==> config.mk <==
export PLATFORM = sky130hd
export DESIGN_NAME = usb_ll_tx
export DESIGN_NICKNAME = d
export VERILOG_FILES = /design/src/rtl/usb_pkg.sv /design/src/rtl/usb_bit_timer.sv /design/src/rtl/usb_ll_tx.sv
export SDC_FILE = /design/constraint.sdc
export NUM_CORES = 1
export LEC_CHECK = 0
export BUFFER_PORTS_ARGS = -buffer_cell sky130_fd_sc_hd__buf_4
export CORE_AREA = 5 5 69 71
export DETAILED_ROUTE_END_ITERATION = 10
export DIE_AREA = 0 0 74 76
export MAX_ROUTING_LAYER = met4
export PLACE_DENSITY = 0.66
export RECOVER_POWER = 50
export SLEW_MARGIN = 10
export SYNTH_ARGS = -nofsm -noshare
export SYNTH_HDL_FRONTEND = slang
export SYNTH_SLANG_ARGS = --single-unit
==> constraint.sdc <==
create_clock -name clk -period 2.4 [get_ports clk]
set_input_delay 0.36 -clock clk [delete_from_list [all_inputs] [get_ports clk]]
set_output_delay 0.36 -clock clk [all_outputs]
set_load 0.01 [all_outputs]
==> src/rtl/usb_pkg.sv <==
// Shared encodings for the low-level USB transmitter: FSM states, line states, framing constants.
package usb_pkg;

  typedef enum logic [2:0] {
    StIdle,
    StSync,
    StData,
    StStuffTail,
    StEopSe0,
    StEopJ
  } state_e;

  typedef enum logic [1:0] {
    LineJ,
    LineK,
    LineSe0
  } line_e;

  localparam logic [7:0]  SyncByte    = 8'h80;
  localparam int unsigned StuffLen    = 6;
  localparam int unsigned EopSe0Bits  = 2;
  localparam int unsigned BitsPerByte = 8;

  // {dp, dm}; J polarity depends on the signalling speed.
  function automatic logic [1:0] line_enc(line_e line, logic fs);
    logic [1:0] j;
    j = fs ? 2'b10 : 2'b01;
    case (line)
      LineJ:   line_enc = j;
      LineK:   line_enc = ~j;
      default: line_enc = 2'b00;
    endcase
  endfunction

  function automatic line_e line_toggle(line_e line);
    return (line == LineJ) ? LineK : LineJ;
  endfunction

endpackage

==> src/rtl/usb_bit_timer.sv <==
// Bit-period divider: counts 0..div_last while enabled, flags the first and last clk of each bit.
module usb_bit_timer #(
  parameter int unsigned CntW = 6
) (
  input  logic            clk,
  input  logic            rst,
  input  logic            en,
  input  logic [CntW-1:0] div_last,
  output logic            bit_start,
  output logic            bit_end
);

  logic [CntW-1:0] cnt_q, cnt_d;

  always_comb begin
    cnt_d = '0;
    if (en && (cnt_q != div_last)) begin
      cnt_d = cnt_q + 1'b1;
    end
  end

  always_ff @(posedge clk or negedge rst) begin
    if (!rst) begin
      cnt_q <= '0;
    end else begin
      cnt_q <= cnt_d;
    end
  end

  assign bit_start = en && (cnt_q == '0);
  assign bit_end   = en && (cnt_q == div_last);

endmodule

==> src/rtl/usb_ll_tx.sv <==
// Low-level USB transmitter: SYNC, NRZI, bit stuffing and EOP onto the D+/D- pair.
// Define USB_TX_FULL_SPEED_EN to honour usb_speed; otherwise the link is low-speed only.
module usb_ll_tx
  import usb_pkg::*;
#(
  parameter int unsigned CLK_DIV_FS = 4,
  parameter int unsigned CLK_DIV_LS = 32
) (
  input  logic       clk,
  input  logic       rst,
  input  logic       tx_only_eop,
  input  logic [7:0] tx_data,
  input  logic       tx_valid,
  output logic       tx_ready,
  output logic       tx_bit_pulse,
  input  logic       usb_speed,
  output logic       usb_tx_dp,
  output logic       usb_tx_dm,
  output logic       usb_tx_oe,
  output logic       is_sof_eop
);

  localparam int unsigned DivMax = (CLK_DIV_LS > CLK_DIV_FS) ? CLK_DIV_LS : CLK_DIV_FS;
  localparam int unsigned CntW   = $clog2(DivMax + 1);

  state_e          state_q, state_d;
  line_e           line_q, line_d;
  logic            oe_q, oe_d;
  logic            speed_q, speed_d;
  logic            eop_only_q, eop_only_d;
  logic [7:0]      shift_q, shift_d;
  logic [3:0]      bit_cnt_q, bit_cnt_d;
  logic [2:0]      ones_q, ones_d;
  logic [1:0]      eop_cnt_q, eop_cnt_d;
  logic [CntW-1:0] div_last;
  logic            bit_start, bit_end;
  logic            speed_sel, speed_eff;
  logic            byte_done, stuff_due, next_bit;

`ifdef USB_TX_FULL_SPEED_EN
  assign speed_sel = usb_speed;
  assign div_last  = speed_q ? CntW'(CLK_DIV_FS - 1) : CntW'(CLK_DIV_LS - 1);
  // While idle the line follows the requested speed so J is correct before the packet starts.
  assign speed_eff = (state_q == StIdle) ? usb_speed : speed_q;
`else
  logic unused_speed;
  assign unused_speed = usb_speed | speed_q;
  assign speed_sel    = 1'b0;
  assign div_last     = CntW'(CLK_DIV_LS - 1);
  assign speed_eff    = 1'b0;
`endif

  usb_bit_timer #(
    .CntW(CntW)
  ) u_bit_timer (
    .clk      (clk),
    .rst      (rst),
    .en       (oe_q),
    .div_last (div_last),
    .bit_start(bit_start),
    .bit_end  (bit_end)
  );

  assign byte_done = (bit_cnt_q == 4'(BitsPerByte));
  assign stuff_due = (ones_q == 3'(StuffLen));
  assign next_bit  = byte_done ? tx_data[0] : shift_q[0];

  always_comb begin
    state_d    = state_q;
    line_d     = line_q;
    oe_d       = oe_q;
    speed_d    = speed_q;
    eop_only_d = eop_only_q;
    shift_d    = shift_q;
    bit_cnt_d  = bit_cnt_q;
    ones_d     = ones_q;
    eop_cnt_d  = eop_cnt_q;
    tx_ready   = 1'b0;

    unique case (state_q)
      StIdle: begin
        if (tx_valid) begin
          oe_d       = 1'b1;
          speed_d    = speed_sel;
          eop_only_d = tx_only_eop;
          eop_cnt_d  = '0;
          if (tx_only_eop) begin
            state_d = StEopSe0;
            line_d  = LineSe0;
          end else begin
            // First SYNC bit goes out together with oe.
            state_d   = StSync;
            line_d    = SyncByte[0] ? LineJ : LineK;
            ones_d    = {2'b00, SyncByte[0]};
            shift_d   = SyncByte >> 1;
            bit_cnt_d = 4'd1;
          end
        end
      end

      StSync, StData: begin
        if (bit_end) begin
          if (stuff_due) begin
            line_d = line_toggle(line_q);
            ones_d = '0;
            if (byte_done && !tx_valid) begin
              state_d = StStuffTail;
            end
          end else if (byte_done && !tx_valid) begin
            state_d   = StEopSe0;
            line_d    = LineSe0;
            eop_cnt_d = '0;
          end else begin
            if (byte_done) begin
              tx_ready  = 1'b1;
              shift_d   = tx_data >> 1;
              bit_cnt_d = 4'd1;
              state_d   = StData;
            end else begin
              shift_d   = shift_q >> 1;
              bit_cnt_d = bit_cnt_q + 4'd1;
            end
            if (next_bit) begin
              ones_d = ones_q + 3'd1;
            end else begin
              line_d = line_toggle(line_q);
              ones_d = '0;
            end
          end
        end
      end

      StStuffTail: begin
        if (bit_end) begin
          state_d   = StEopSe0;
          line_d    = LineSe0;
          eop_cnt_d = '0;
        end
      end

      StEopSe0: begin
        if (bit_end) begin
          if (eop_cnt_q == 2'(EopSe0Bits - 1)) begin
            state_d = StEopJ;
            line_d  = LineJ;
          end else begin
            eop_cnt_d = eop_cnt_q + 2'd1;
          end
        end
      end

      StEopJ: begin
        if (bit_end) begin
          state_d = StIdle;
          oe_d    = 1'b0;
        end
      end

      default: begin
        state_d = StIdle;
        oe_d    = 1'b0;
        line_d  = LineJ;
      end
    endcase
  end

  always_ff @(posedge clk or negedge rst) begin
    if (!rst) begin
      state_q    <= StIdle;
      line_q     <= LineJ;
      oe_q       <= 1'b0;
      speed_q    <= 1'b0;
      eop_only_q <= 1'b0;
      shift_q    <= '0;
      bit_cnt_q  <= '0;
      ones_q     <= '0;
      eop_cnt_q  <= '0;
    end else begin
      state_q    <= state_d;
      line_q     <= line_d;
      oe_q       <= oe_d;
      speed_q    <= speed_d;
      eop_only_q <= eop_only_d;
      shift_q    <= shift_d;
      bit_cnt_q  <= bit_cnt_d;
      ones_q     <= ones_d;
      eop_cnt_q  <= eop_cnt_d;
    end
  end

  assign usb_tx_oe    = oe_q;
  assign tx_bit_pulse = bit_start;
  assign is_sof_eop   = eop_only_q && ((state_q == StEopSe0) || (state_q == StEopJ));
  assign {usb_tx_dp, usb_tx_dm} = line_enc(line_q, speed_eff);

endmodule

==> results.py <==
metrics = {
    "run_status": {
        "violations": "max-capacitance violations, max-slew violations",
        "status": "complete, but fails checks",
    },
    "sta": {
        "final.period_utilization_pct": 91.27,
        "fin_crit_ns": 2.190,
        "hold_viol": 0,
        "setup_viol_count_final": 0,
        "worstMarginPinSlew_ns": 1.616,
        "rsz0062_at_grt": "false",
        "tns_ns": 0,
        "fin_ws_ns": 0.2096,
        "slew_headroom_pct": -7.733,
        "fmax_ghz": 0.4565,
        "final_max_slew_viol_count": 30,
        "finClkSkew_ns": 0.004342,
    },
    "finish": {
        "fillers": 417,
        "final_nets": 225,
        "diodes": 0,
        "postLayoutCellArea_um2": 2067,
        "regArea_um2": 725.7,
        "area_growth_pct": 17.16,
        "multiInputGateArea_um2": 960.9,
        "drive_gt1_share_pct": 21.46,
        "fin_cells": 257,
    },
    "setup_path": {
        "critPathRequiredTime_ns": 2.04,
        "startpoint_type": "flip-flop",
        "r2r-end": "shift_q[3]",
        "path_max_fanout": 6,
        "cp.arrival_ns": 1.83,
        "r2r-start": "bit_cnt_q[0]",
        "rrSetupSlack_ns": 0.28,
        "crit_path_end_kind": "primary output",
        "r2r_cells": 7,
        "worstSetupPathType": "flip-flop to primary output",
    },
    "clocking": {
        "clkTransAtPathRegs_ns": 0.06,
        "h-tree-depth": 2,
        "numCtsBuffers": 5,
        "ctsResizeCount": 0,
        "cts_tree": "yes",
        "clk_latency_ns": 0.28,
        "cts_hold_buf": 0,
        "clock-sinks": 29,
        "clock_tree.root_cell": "clkbuf_8",
        "cts_setup_buffers": 0,
        "clockBufferDepth": 2,
    },
    "global_routing": {
        "overflow": 0,
        "grt_max_degree": 30,
        "grt_usage_pct": 14.97,
        "grt_first_pass_wirelength_um": 6375,
        "antenna_found_initial": 0,
        "grt_pass1_vias": 1364,
    },
    "floorplan": {
        "io_pins": 19,
        "core_region_area_um2": 4174,
        "start_util_pct": 42.27,
        "die_w_um": 74,
        "rows": 24,
        "die_y_um": 76,
        "dieArea_um2": 5624,
    },
    "power": {
        "p_leak_uw": 0.0009315,
        "vdd_drop_max_uv": 382.9,
        "finalPower_uw": 950.3,
        "p_per_area_nw_per_um2": 459.7,
    },
    "logic_synthesis": {
        "synth-xor-area-share_pct": 2.482,
        "yosys_most_used_dff": "dfrtp_1",
        "synth-seq-cells": 29,
        "yosysUniqueCellTypes": 54,
        "synthAdderAreaFrac_pct": 5.532,
        "ys_warn_count": 0,
        "syn_nets": 200,
        "synthMuxAreaShare_pct": 7.092,
        "synth_edf_count": 0,
        "synth_top_family_by_area": "compound AO/OA/AOI/OAI gates",
        "netlist_area_um2": 1764,
        "seq_area_frac_synth_pct": 41.13,
        "synth_cells": 180,
        "synthArstFlopShare_pct": 100.0,
        "avgSynthCellArea_um2": 9.801,
        "synth-compound-area-share_pct": 19.86,
        "synth-simple-area-share_pct": 19.08,
    },
    "drt": {
        "ant_nets": 0,
        "via_count": 1389,
        "avgViaCountPerCell": 5.405,
        "wl_per_cell_um": 13.75,
        "drc": 0,
        "drt_pass1_iterations": 4,
        "drt_wl_total_um": 3535,
        "first_iter_violations": 53,
    },
    "worst_hold_path": {
        "min_path_cells": 3,
        "hold_end": "shift_q[6]",
        "hp-class": "input port to flip-flop",
        "worstHoldStart": "tx_data[7]",
    },
    "placement": {
        "dpl_cell_area_um2": 1988,
        "io_buffers": 17,
        "dp.cells": 250,
        "dp_hpwl_um": 2613,
        "gp_congestion": 0.7810,
        "place_ws_ns": 0.2536,
    },
    "job": {
        "drv_cap": 1,
    },
}
## cells by family (layout without fill, tap and decap cells)
group           Yosys count  count (layout)
compound gates           45              45
simple gates             62              62
mux                      12              12
xor+xnor                  5               5
buf+inv                  19              44
flops                    29              29
fa+ha+maj                 8               8
## worst max path at each step
stage,from,to,depth (start not counted)
after floorplan,bit_cnt_q[0],bit_cnt_q[3],8
after CTS,u_bit_timer.cnt_q[0],tx_ready,6
final,u_bit_timer.cnt_q[0],tx_ready,6
after global routing,ones_q[0],shift_q[3],8
after detailed placement,ones_q[0],shift_q[5],8
after global placement,ones_q[0],shift_q[5],8
## cell usage after synthesis (2+ instances only)
cell type	n	area, µm²
xnor2_1	3	26.28
nand3b_1	3	22.52
nor3_1	3	15.01
inv_1	11	41.29
nand3_1	7	35.03
clkbuf_1	2	7.510
dfrtp_1	29	725.7
o21ai_1	4	20.02
buf_2	5	25.02
o31ai_2	6	75.07
and3b_1	2	17.52
o21ai_0	7	35.03
mux2_2	2	22.52
nor2b_1	3	18.77
a21oi_1	7	35.03
nor2_1	12	45.04
ha_1	7	87.58
nand2_1	14	52.55
mux2_1	2	22.52
a21o_1	3	22.52
xor2_1	2	17.52
nor4_1	2	12.51
and2_1	3	18.77
a22o_1	2	17.52
or3_1	2	12.51
o31ai_1	2	15.01
mux2i_1	8	80.08
## registers in the layout (all words and copies together), names as in the netlist
register,flops
shift_q,7
ones_q,3
eop_only_q,1
state_q,3
bit_cnt_q,4
line_q,2
u_bit_timer.cnt_q,6
eop_cnt_q,2
usb_tx_oe,1
## cell usage in the layout, fill, tap and decap left out, drive strengths merged, types with 2 or more instances in the layout
master  synthesis  routed
a22o            2       2
dfrtp          29      29
xnor2           3       3
o21ai          11      11
ha              7       7
mux2            4       4
nand3           7       7
nor2b           3       3
nand3b          3       3
a21o            3       3
and3b           2       2
nand2          14      14
or3             2       2
nor2           13      13
mux2i           8       8
a21oi           7       7
inv            11      11
clkbuf          2       9
buf             6      24
or2             2       2
xor2            2       2
nor3            3       3
nor4            3       3
o31ai           8       8
and2            3       3
## report_power, final
group	total, µW	leakage (µW)	switching, µW	internal [µW]
sequential	499	0.000369	4.18	494
clock	397	0.0000443	171	227
combinational	54.4	0.000518	29.2	25.2
## cell type report
cell class / instances / share of cell area (%)
Tap cell: 52 / 3.148
Inverter: 11 / 1.998
Sequential cell: 29 / 35.11
Timing Repair Buffer: 26 / 9.080
Clock buffer: 7 / 4.177
Multi-Input combinational cell: 132 / 46.49
## stage by stage
stage	hold WS [ns]	utilization, %
after CTS	0.006469	49.70
after floorplan	0.06441	-
after global placement	0.3101	47.63
after global routing	0.3689	49.52
after detailed placement	0.3113	47.63
final	0.3648	49.52
## routing by layer
metal	global-route usage, %	vias to the layer above	part of all wire (%)
met5	-	-	0
met4	4.891	0	1.2
met3	4.354	4	3.5
met2	21.54	16	47
met1	20.12	670	48
li1	-	699	-
## critical path: stages, from the launching register on
cell	delay, ns
dfrtp_1	0.39
ha_1	0.22
nand4_1	0.25
nor2_2	0.20
buf_4	0.16
and4_1	0.20
buf_4	0.12
Note: power is estimated with default switching activity, not from simulation.
